File: src/rtl/alu_arbiter_pkg.sv
// rtl/alu_arbiter_pkg.sv - shared FSM state type and ALU opcode constants for alu_arbiter
package alu_arbiter_pkg;

  typedef enum logic [1:0] {
    IDLE  = 2'd0,
    ISSUE = 2'd1,
    EXEC  = 2'd2,
    RESP  = 2'd3
  } state_t;

  localparam int OP_ADD   = 0;
  localparam int OP_SUB   = 1;
  localparam int OP_SLL   = 2;
  localparam int OP_SRL   = 3;
  localparam int OP_AND   = 4;
  localparam int OP_OR    = 5;
  localparam int OP_XOR   = 6;
  localparam int OP_SRA   = 7;
  localparam int OP_SLT   = 8;
  localparam int OP_SLTU  = 9;
  localparam int OP_ADDI  = 10;
  localparam int OP_ANDI  = 11;
  localparam int OP_ORI   = 12;
  localparam int OP_XORI  = 13;
  localparam int OP_SLLI  = 14;
  localparam int OP_SRLI  = 15;
  localparam int OP_SRAI  = 16;
  localparam int OP_SLTI  = 17;
  localparam int OP_SLTIU = 18;

  // Highest opcode the ALU implements; anything above it is reported as an error.
  localparam int MAX_OP = OP_SLTIU;

endpackage

File: src/rtl/alu_arbiter_rr_grant.sv
// rtl/alu_arbiter_rr_grant.sv - two-way round-robin grant selection (combinational)
module rr_grant2 (
  input  logic [1:0] valid,
  input  logic       ptr,
  output logic [1:0] grant
);

  // Sole requester wins; on contention ptr picks the requester (0 -> req0, 1 -> req1).
  always_comb begin
    grant    = 2'b00;
    grant[0] = valid[0] & (~valid[1] | ~ptr);
    grant[1] = valid[1] & (~valid[0] |  ptr);
  end

endmodule

File: src/rtl/alu_arbiter.sv
// rtl/alu_arbiter.sv - two-requester arbiter sequencing one operation at a time through an external registered ALU
module alu_arbiter #(
  parameter int DATA_W = 32,
  parameter int OP_W   = 6,
  parameter int MAX_OP = alu_arbiter_pkg::MAX_OP
) (
  input  logic              clock,
  input  logic              reset,
  input  logic              req0_valid,
  input  logic              req1_valid,
  output logic              req0_ready,
  output logic              req1_ready,
  input  logic [DATA_W-1:0] req0_a,
  input  logic [DATA_W-1:0] req0_b,
  input  logic [DATA_W-1:0] req1_a,
  input  logic [DATA_W-1:0] req1_b,
  input  logic [OP_W-1:0]   req0_op,
  input  logic [OP_W-1:0]   req1_op,
  output logic [DATA_W-1:0] alu_data_in_1,
  output logic [DATA_W-1:0] alu_data_in_2,
  output logic [OP_W-1:0]   alu_op,
  input  logic [DATA_W-1:0] alu_data_out,
  output logic              rsp_valid,
  input  logic              rsp_ready,
  output logic              rsp_id,
  output logic [DATA_W-1:0] rsp_data,
  output logic              rsp_err
);

  import alu_arbiter_pkg::*;

  state_t     state;
  logic       rr_ptr;
  logic [1:0] grant;
  logic       can_accept;
  logic       accept;
  logic       op_illegal;

  rr_grant2 u_rr_grant2 (
    .valid ({req1_valid, req0_valid}),
    .ptr   (rr_ptr),
    .grant (grant)
  );

  // Readies are only offered in IDLE and never while reset is held.
  assign can_accept = (state == IDLE) && !reset;
  assign req0_ready = can_accept && grant[0];
  assign req1_ready = can_accept && grant[1];
  assign accept     = can_accept && (grant != 2'b00);

  // The latched opcode already sits on alu_op, so legality is judged from it.
  assign op_illegal = (alu_op > OP_W'(MAX_OP));

  // Main FSM: latch on accept, drive ALU in ISSUE, capture in EXEC, hold response in RESP.
  always_ff @(posedge clock) begin
    if (reset) begin
      state         <= IDLE;
      rr_ptr        <= 1'b0;
      rsp_valid     <= 1'b0;
      rsp_id        <= 1'b0;
      rsp_data      <= '0;
      rsp_err       <= 1'b0;
      alu_data_in_1 <= '0;
      alu_data_in_2 <= '0;
      alu_op        <= '0;
    end else begin
      case (state)
        IDLE: begin
          if (accept) begin
            alu_data_in_1 <= grant[1] ? req1_a  : req0_a;
            alu_data_in_2 <= grant[1] ? req1_b  : req0_b;
            alu_op        <= grant[1] ? req1_op : req0_op;
            rsp_id        <= grant[1];
            rr_ptr        <= ~grant[1];
            state         <= ISSUE;
          end
        end
        ISSUE: begin
          state <= EXEC;
        end
        EXEC: begin
          rsp_data  <= op_illegal ? '0 : alu_data_out;
          rsp_err   <= op_illegal;
          rsp_valid <= 1'b1;
          state     <= RESP;
        end
        RESP: begin
          if (rsp_ready) begin
            rsp_valid <= 1'b0;
            state     <= IDLE;
          end
        end
        default: begin
          state <= IDLE;
        end
      endcase
    end
  end

endmodule

File: config.mk
export PLATFORM = sky130hd
export DESIGN_NAME = alu_arbiter
export DESIGN_NICKNAME = d
export VERILOG_FILES = /design/src/rtl/alu_arbiter_pkg.sv /design/src/rtl/alu_arbiter_rr_grant.sv /design/src/rtl/alu_arbiter.sv
export SDC_FILE = /design/constraint.sdc
export NUM_CORES = 1
export LEC_CHECK = 0
export CAP_MARGIN = 25
export CORE_UTILIZATION = 41
export DETAILED_ROUTE_END_ITERATION = 16
export PLACE_DENSITY = 0.87
export REMOVE_ABC_BUFFERS = 1
export SKIP_LAST_GASP = 1
export SLEW_MARGIN = 20
export SYNTH_ARGS = -nofsm -noshare
export SYNTH_HDL_FRONTEND = slang
export SYNTH_SLANG_ARGS = --single-unit
File: constraint.sdc
create_clock -name clock -period 2.8 [get_ports clock]
set_input_delay 0.28 -clock clock [delete_from_list [all_inputs] [get_ports clock]]
set_output_delay 0.28 -clock clock [all_outputs]
set_load 0.01 [all_outputs]
==> impl_results.md <==
* Number of antenna violations at the first check in global routing at 1
* Worst setup EP type: primary output
* Fin util at 0.711
* Post-route setup TNS at 0 ns
* Share of total power in combinational logic at 0.419
* Startpoint class of the critical path: flip-flop
* Peak ir drop on the vdd network at 0.455 mV
* Slew Limit Fails at 0
* Number of cells after detailed placement at 864
* Worst-case clock buffer depth at 2
* Sequential-to-total area share from yosys stat at 0.459
* Post-CTS resize count at 0
* Largest fanout of any net on the critical path at 7
* Final number of setup-violating endpoints at 0
* Detailed Place HPWL at 11.7 mm
* Post-Synthesis Cells at 494
* Register bit total from synthesis at 108
* Hold Crit Class: in -> reg
* Initial DRC count at 445
* Number of levels the H-tree was split into at 3
* Combined global-route utilization of all metal layers at 0.266
* Worst setup path class: reg -> out
* RSZ-0062 raised after global routing: false
* CP Data Arrival Time at 2.16 ns
* Worst slew margin at 0.526
* P_sw at 0.00201 W
* Complex-gate fraction of the synthesized area at 0.266
* Clock period minus final worst setup slack at 2.44 ns
* Area of all placed cells without fillers at 7840 um2
* First-pass detailed-route iteration total at 5
* Final RePlAce weighted congestion at 0.806
* Fraction of power spent switching nets at 0.340
* Final routed wirelength across all metal layers at 16.8 mm
* Max cap viols at 0
* Die extent in y at 109 um
* Peak-usage layer in the global routing report: met2
* Power density normalized to cell area at 754 nW/um2
* Clock share of power at 0.214
* Netlist Area Pre-Place at 4710 um2
* Clock sink count at 108
* Num CTS Buffers at 9
* Setup slack after layout at 0.359 ns
* Global routing usage on met3 at 0.0610
* Site Rows at 38
* Initial Util at 0.427
* Number of nets still failing antenna checks after routing at 0
* Dominant combinational cell family by area after synthesis: compound AO/OA/AOI/OAI gates
* Post-synthesis share of cell area spent on xor and xnor gates at 0
* Overflow left after global routing at 0
* Clock Root Buffer: clkbuf_16
* Adder-cell share of the synthesized area at 0.0106
* Final hold viol count at 0
* Library cells used by synthesis at 31
* Internal at 0.00390 W
* Post-route insts no fill at 881
* Clock tree from TritonCTS: built
* Via density at 5.88
* Static leakage at 2.77 nW
* Remaining design rule violation count at 0
* Data required time at the worst endpoint at 2.52 ns
* Final net count at 916
* Post-place instance area at 7540 um2
* Mux cell area share after synthesis at 0
* Mapped Avg Cell Area at 9.53 um2
* DIE AREA at 11900 um2
* First-pass GRT wire length at 25.2 mm
* Share of cells above drive strength 1 at 0.0527
* WL/cell at 19.1 um
* Grt met1 use at 0.312
* Count of buffers added by post-CTS timing repair for setup at 0
* Number of buffers added to fix hold violations after cts at 0
* Clock slew at the register clock pins of the worst setup and hold paths at 0.07 ns
* Basic-gate share of the synthesized area counting and, or, nand and nor cells at 0.172
* Via count at 5178
* Post-route clock period utilization at 0.872
* I/O pins at 284
* Area growth from synthesis to layout at 66.5%
* Portion of total power attributed to sequential cells at 0.367
* YS warnings at 0
* Area of the core at 11000 um2
* Met2 routing resource usage after global routing at 0.469
* Setup Skew at 0.0108 ns
* Dpl ws at 0.486 ns
* Clock network latency to the later pin of the worst-skew pair at 0.34 ns
* Slew at the pin closest to its max-slew limit at 0.709 ns
* Max Fclk at 410 MHz
* Quantity of I/O buffers inserted on ports at 283
* Vias in the first global route at 5109
* Maximum number of pins on one net before global-route repair at 72
* Status: finished clean
* Horiz. Die Dim at 109 um
## worst max-delay path, stage by stage (launching register included)
cell	delay [ns]
dfxtp_1	0.32
inv_1	0.12
ha_1	0.35
nor2b_4	0.24
and3_2	0.21
clkdlybuf4s50_1	0.60
## cell type report
class	instances	area (um2)
clock inverters	5	42.5
multi-input cells	283	2140
clock buffers	11	253
inverters	37	139
flip-flops and latches	108	2160
diodes	1	2.50
fillers	817	3190
well taps	140	175
repair buffers	296	2930
## power by group through the flow
stage	clock, W	sequential, W	combinational [W]
after global routing	0.00135	0.00222	0.00265
after global placement	0	0.00218	0.00239
after detailed placement	0	0.00219	0.00247
after CTS	0.00127	0.00217	0.00248
final	0.00126	0.00217	0.00248
after floorplan	0	0.00233	0.000887
## routing by layer
layer  share of wire  wire, um  up-vias
li1                -         -     2416
met1            0.40      6670     2471
met2            0.49      8330      251
met3           0.080      1340       40
met4           0.029       480        0
met5               0         0        -
## cells by family (layout without fill, tap and decap cells)
| kind of cell | count (synthesis) | in the layout |
|---|---|---|
| flip-flops | 108 | 108 |
| AND/OR/NAND/NOR | 122 | 122 |
| adder cells (fa/ha/maj) | 4 | 4 |
| buffers and inverters | 103 | 349 |
| AO/OA/AOI/OAI | 157 | 157 |
| other | 0 | 1 |
## registers in the layout (all words and copies together) (netlist names)
register,flops
rsp_valid,1
rr_ptr,1
rsp_id,1
rsp_data,32
state,2
rsp_err,1
alu_data_in_1,32
alu_op,6
alu_data_in_2,32
## metrics by stage
step                hold WS (ns)  total power, W
global route               0.278         0.00621
detailed placement         0.450         0.00466
global placement           0.448         0.00457
CTS                        0.246         0.00592
floorplan                  0.349         0.00322
finish                     0.263         0.00591
## final timing paths
kind                          from                endpoint  slack (ns)  cells past startpoint
max          state[0]$_SDFFE_PP0P_              req0_ready        0.36                      5
max reg2reg  state[1]$_SDFFE_PP0P_  alu_op[0]$_SDFFE_PP0P_        0.78                      6
min                     req1_valid     rr_ptr$_SDFFE_PP0P_        0.26                      2
min reg2reg    rsp_id$_SDFFE_PP0P_     rsp_id$_SDFFE_PP0P_        0.46                      2
## placed cells by master, fill, tap and decap left out, types with 2 or more instances in the layout
cell type        synthesis  final
clkdlybuf4s50_1          0    281
dfxtp_1                108    108
nand3_1                 55     55
and4_1                  48     48
a221o_1                 48     48
inv_1                   36     36
o32ai_1                 32     32
a21oi_1                 26     25
o21ai_0                 23     23
a311oi_1                23     23
buf_4                    3     12
clkbuf_16                0      9
nand2_1                  4      4
ha_1                     4      4
nor2b_1                  5      3
inv_6                    0      3
nor2b_4                  1      2
nor2_1                   2      2
clkbuf_8                 0      2
buf_2                   12      2
## synthesized netlist by cell type
| master | number | area share |
|---|---|---|
| a211oi_1 | 1 | 0.0016 |
| a21oi_1 | 26 | 0.028 |
| a221o_1 | 48 | 0.10 |
| a311oi_1 | 23 | 0.043 |
| and2_0 | 1 | 0.0013 |
| and3_1 | 1 | 0.0013 |
| and4_1 | 48 | 0.089 |
| buf_2 | 12 | 0.013 |
| buf_4 | 3 | 0.0048 |
| buf_6 | 3 | 0.0072 |
| clkbuf_1 | 47 | 0.037 |
| clkbuf_2 | 1 | 0.0011 |
| clkinv_1 | 1 | 0.00080 |
| dfxtp_1 | 108 | 0.46 |
| ha_1 | 4 | 0.011 |
| inv_1 | 36 | 0.029 |
| nand2_1 | 4 | 0.0032 |
| nand2b_1 | 2 | 0.0027 |
| nand3_1 | 55 | 0.058 |
| nor2_1 | 2 | 0.0016 |
| nor2b_1 | 5 | 0.0066 |
| nor2b_4 | 1 | 0.0029 |
| nor3b_1 | 1 | 0.0016 |
| o211ai_1 | 1 | 0.0016 |
| o21ai_0 | 23 | 0.024 |
| o221a_2 | 1 | 0.0024 |
| o311a_1 | 1 | 0.0021 |
| o32ai_1 | 32 | 0.060 |
| o41ai_1 | 1 | 0.0019 |
| or2_1 | 1 | 0.0013 |
| or2_2 | 1 | 0.0013 |
Note: power is estimated with default switching activity, not from simulation.
